--- src/rtl/irq_pending_latch.sv ---
// irq_pending_latch: synchronises eight request lines, latches their rising edges as sticky
// pending bits, and runs the irq raise / ack / one-cycle-gap handshake for the priority encoder.
module irq_pending_latch #(
  parameter int SYNC_STAGES = 2
) (
  input  logic       clk,
  input  logic       rst_n,
  input  logic [7:0] req,
  input  logic [7:0] mask,
  input  logic       ack,
  input  logic [2:0] ack_id,
  input  logic       ovf_clr,
  output logic [7:0] pend,
  output logic       irq,
  output logic [7:0] ovf,
  output logic       ack_err
);
  typedef enum logic [1:0] {IDLE, ASSERT, GAP} state_t;
  state_t state_q, state_d;
  logic [SYNC_STAGES-1:0][7:0] sync_q, sync_d;
  logic [7:0] hist_q, hist_d, pending_q, pending_d, ovf_q, ovf_d, edges, clr;
  logic irq_q, irq_d, ack_err_q, ack_err_d, ack_ok;
  assign pend    = pending_q & mask;
  assign irq     = irq_q;
  assign ovf     = ovf_q;
  assign ack_err = ack_err_q;
  always_comb begin
    sync_d    = {sync_q[SYNC_STAGES-2:0], req};
    hist_d    = sync_q[SYNC_STAGES-1];
    edges     = sync_q[SYNC_STAGES-1] & ~hist_q;
    ack_ok    = (state_q == ASSERT) && ack;
    clr       = (ack_ok && pending_q[ack_id]) ? (8'd1 << ack_id) : 8'h00;
    // a new edge beats a same-cycle clear, and that case is not an overflow
    pending_d = (pending_q & ~clr) | edges;
    ovf_d     = (ovf_clr ? 8'h00 : ovf_q) | (edges & pending_q & ~clr);
    ack_err_d = ack_ok && !pending_q[ack_id];
    state_d   = (state_q == ASSERT && ack) ? GAP : (|pend ? ASSERT : IDLE);
    irq_d     = state_d == ASSERT;
  end
  always_ff @(posedge clk or negedge rst_n) begin
    if (!rst_n) begin
      sync_q    <= '0;
      hist_q    <= '0;
      pending_q <= '0;
      ovf_q     <= '0;
      ack_err_q <= 1'b0;
      irq_q     <= 1'b0;
      state_q   <= IDLE;
    end else begin
      sync_q    <= sync_d;
      hist_q    <= hist_d;
      pending_q <= pending_d;
      ovf_q     <= ovf_d;
      ack_err_q <= ack_err_d;
      irq_q     <= irq_d;
      state_q   <= state_d;
    end
  end
endmodule

--- config.mk ---
export PLATFORM = sky130hd
export DESIGN_NAME = irq_pending_latch
export DESIGN_NICKNAME = d
export VERILOG_FILES = /design/src/rtl/irq_pending_latch.sv
export SDC_FILE = /design/constraint.sdc
export NUM_CORES = 1
export LEC_CHECK = 0
export BUFFER_PORTS_ARGS = -buffer_cell sky130_fd_sc_hd__buf_2
export CAP_MARGIN = 30
export CORE_MARGIN = 2
export CORE_UTILIZATION = 54
export DETAILED_ROUTE_END_ITERATION = 10
export GPL_TIMING_DRIVEN = 0
export MAX_ROUTING_LAYER = met4
export PLACE_DENSITY = 0.94
export SYNTH_ARGS = -nofsm -noshare
export SYNTH_HDL_FRONTEND = slang
export SYNTH_SLANG_ARGS = --single-unit
export TNS_END_PERCENT = 30
--- constraint.sdc ---
create_clock -name clk -period 3.3 [get_ports clk]
set_input_delay 0.66 -clock clk [delete_from_list [all_inputs] [get_ports clk]]
set_output_delay 0.66 -clock clk [all_outputs]
set_load 0.05 [all_outputs]
==> impl_metrics.tcl <==
set metrics [dict create \
    status "completed" \
    drive_gt1_share_pct 30.4 \
    hold_violations 0 \
    numCtsBuffers 5 \
    cts_resized 0 \
    synth_cell_types 21 \
    yosysTopAreaCell "dfrtp_1" \
    min_period_over_period_pct 55.0 \
    arrival_ns 1.15 \
    diodes 0 \
    gr-usage-all-layers_pct 18.6 \
    clockPowerShare_pct 23.4 \
    nets 180 \
    std_cell_rows 18 \
    grt_pass1_vias 982 \
    core_area_sq_um 2520 \
    rr_worst_depth 3 \
    min_delay_path_depth 0 \
    h-tree-depth 2 \
    syn_to_final_growth_pct 19.3 \
    min_to "hist_d[5]$_DFF_PN0_" \
    n_fill_cell 185 \
    r2r_end "ovf[4]$_DFF_PN0_" \
    leakagePower_uw 0.000818 \
    grt-ovfl-total 0 \
    ir_worst_vdd_mv 0.392 \
    p_int_uw 696 \
    wire_per_inst_um 13.8 \
    cp_slowest_cell "dfrtp_1" \
    synth_top_area_share_pct 73.3 \
    synthFlopType "dfrtp_1" \
    drt_iter0_markers 35 \
    r2r-start "state_q[1]$_DFF_PN0_" \
    synth_mux_area_share_pct 1.53 \
    numPortBuffers 39 \
    startpoint_type "flip-flop" \
    power_uw 994 \
    via_per_inst 5.24 \
    ant_nets 0 \
    drc 0 \
    holdCritStartpoint "sync_d[13]$_DFF_PN0_" \
    clkTransAtPathRegs_ns 0.11 \
    initial_utilization_pct 58.2 \
    routed_wl_um 2590 \
    path_class "flip-flop to output pin" \
    cp_cell_sequence "and2_1 > buf_2" \
    synth-xor-area-share_pct 0 \
    synthAdderAreaFrac_pct 0 \
    ys_top_cells_by_area "dfrtp_1 73%, nand2b_1 4.3%, o22ai_1 3.8%" \
    cts.hold.buffers_added 0 \
    syn_inst 111 \
    clockRootBuffer "clkbuf_4" \
    power.switching_uw 298 \
    die_area_sq_um 3150 \
    gp_congestion 0.889 \
    cp.required_ns 2.64 \
    die_h_um 56.1 \
    vias 986 \
    layout_min_cycle_time_ns 1.81 \
    ys_seq_elements 43 \
    synth-edff-count 0 \
    end_kind "output pin" \
    rsz0062_at_grt "no" \
    combPwrFrac_pct 17.9 \
    drv_slew 0 \
    yosysWarnings 0 \
    postSynthAreaPerCell_sq_um 13.2 \
    clk_latency_ns 0.33 \
    setup_violations 0 \
    synthArstFlopShare_pct 100 \
    grt_pass1_wl_um 4350 \
    slew_headroom_pct 39.8 \
    worstMarginPinSlew_ns 0.903 \
    seq_area_sq_um 1080 \
    critPathMaxFanout 3 \
    clk_path_buf_depth 2 \
    die_x_um 56.1 \
    synth_compound_area_share_pct 9.04 \
    synth_area_sq_um 1470 \
    setup_tns_ns 0 \
    dpl.hpwl_um 1900 \
    synth_most_common_cell "dfrtp_1" \
    netSwitchingFraction_pct 30.0 \
    power_density_nw_per_um2 568 \
    cts_tree "yes" \
    synthTopCellsByCount "43 x dfrtp_1, 10 x nand2_1, 10 x nand2b_1" \
    syn_nets 134 \
    fin_skew_ns 0.00528 \
    cts_setup_buffers 0 \
    max_stage_delay_ns 0.40 \
    multi_input_area_sq_um 358 \
    synth_top_family_by_area "simple AND/OR/NAND/NOR gates" \
    r2r_slack_ns 2.05 \
    ios 41 \
    synth-simple-area-share_pct 13.8 \
    grt_start_max_net_pins 44 \
    p_seq_share_pct 58.7 \
    antenna_found_initial 0 \
    max_freq_mhz 551 \
    dr.pass1.iters 4 \
    max_cap_viol_count 0 \
    seq_area_frac_synth_pct 73.3 \
    hold_class "flip-flop to flip-flop" \
    clkSinkCount 43 \
]
[flip-flops by register name (all words and copies together), names as in the netlist]
signal	flops
hist_d	8
hist_q	8
ovf	8
pending_q	8
sync_d	8
state_q	2
ack_err	1
[worst max-delay path: cells and delay by family (launching register included)]
family / cells / cell delay, ns
AND/OR/NAND/NOR: 1 / 0.16
buffers and inverters: 1 / 0.27
flip-flops: 1 / 0.40
[layer usage]
layer | global-route usage [%] | part of all wire, % | up-vias
li1 | - | - | 467
met1 | 23.5 | 45 | 472
met2 | 28.1 | 47 | 43
met3 | 5.58 | 7.2 | 4
met4 | 8.16 | 1.1 | 0
met5 | - | 0 | -
[power by group through the flow]
| stage | sequential [uW] | combinational (uW) | clock (uW) |
|---|---|---|---|
| after global placement | 590 | 176 | 0 |
| final | 583 | 177 | 233 |
| after detailed placement | 594 | 179 | 0 |
| after global routing | 588 | 191 | 267 |
| after CTS | 584 | 180 | 241 |
| after floorplan | 634 | 77.6 | 0 |
[per-stage QoR]
stage          utilization [%]  instance area (sq um)  worst slack (ns)  cells  hold WS [ns]
2_1_floorplan                -                   1470              1.55    111         0.331
3_3_place_gp              67.4                   1700              1.52    180         0.332
3_5_place_dp              67.4                   1700              1.50    180         0.335
4_1_cts                   69.4                   1750              1.47    188         0.359
5_1_grt                   69.4                   1750              1.42    188         0.371
6_report                  69.4                   1750              1.49    188         0.359
[layout by cell type (no fill, tap or decap), types with 2 or more instances in the layout]
master / n
buf_2: 39
dfrtp_1: 43
clkbuf_4: 5
nor2_1: 3
clkbuf_1: 2
o21ai_1: 2
nand2_1: 10
and2_1: 8
o22ai_1: 9
inv_1: 8
mux2_2: 2
nand2b_1: 10
o21ai_0: 4
o31ai_1: 2
[kinds of logic after synthesis]
kind of cell,count (synthesis)
DFF,43
muxes,2
buffers and inverters,9
AOI/OAI and AO/OA,21
and+or+nand+nor,36
[worst max path at each step]
stage	to	start	depth (start not counted)	slack, ns
detailed placement	pend[2]	mask[2]	3	1.50
finish	pend[2]	pending_q[2]$_DFF_PN0_	2	1.49
floorplan	pend[0]	mask[0]	1	1.55
global route	pend[7]	pending_q[7]$_DFF_PN0_	2	1.42
global placement	pend[0]	mask[0]	3	1.52
CTS	pend[2]	pending_q[2]$_DFF_PN0_	2	1.47
[final cells by class]
| cell class | instances | area share [%] |
|---|---|---|
| sequential | 43 | 61.5 |
| tap | 30 | 2.14 |
| buffer | 1 | 0.214 |
| clock buffer | 7 | 2.57 |
| clock inverter | 1 | 0.286 |
| timing repair buffer | 39 | 11.2 |
| multi-input combinational | 59 | 20.4 |
| inverter | 8 | 1.72 |
Power figures use the tool's default switching activity.
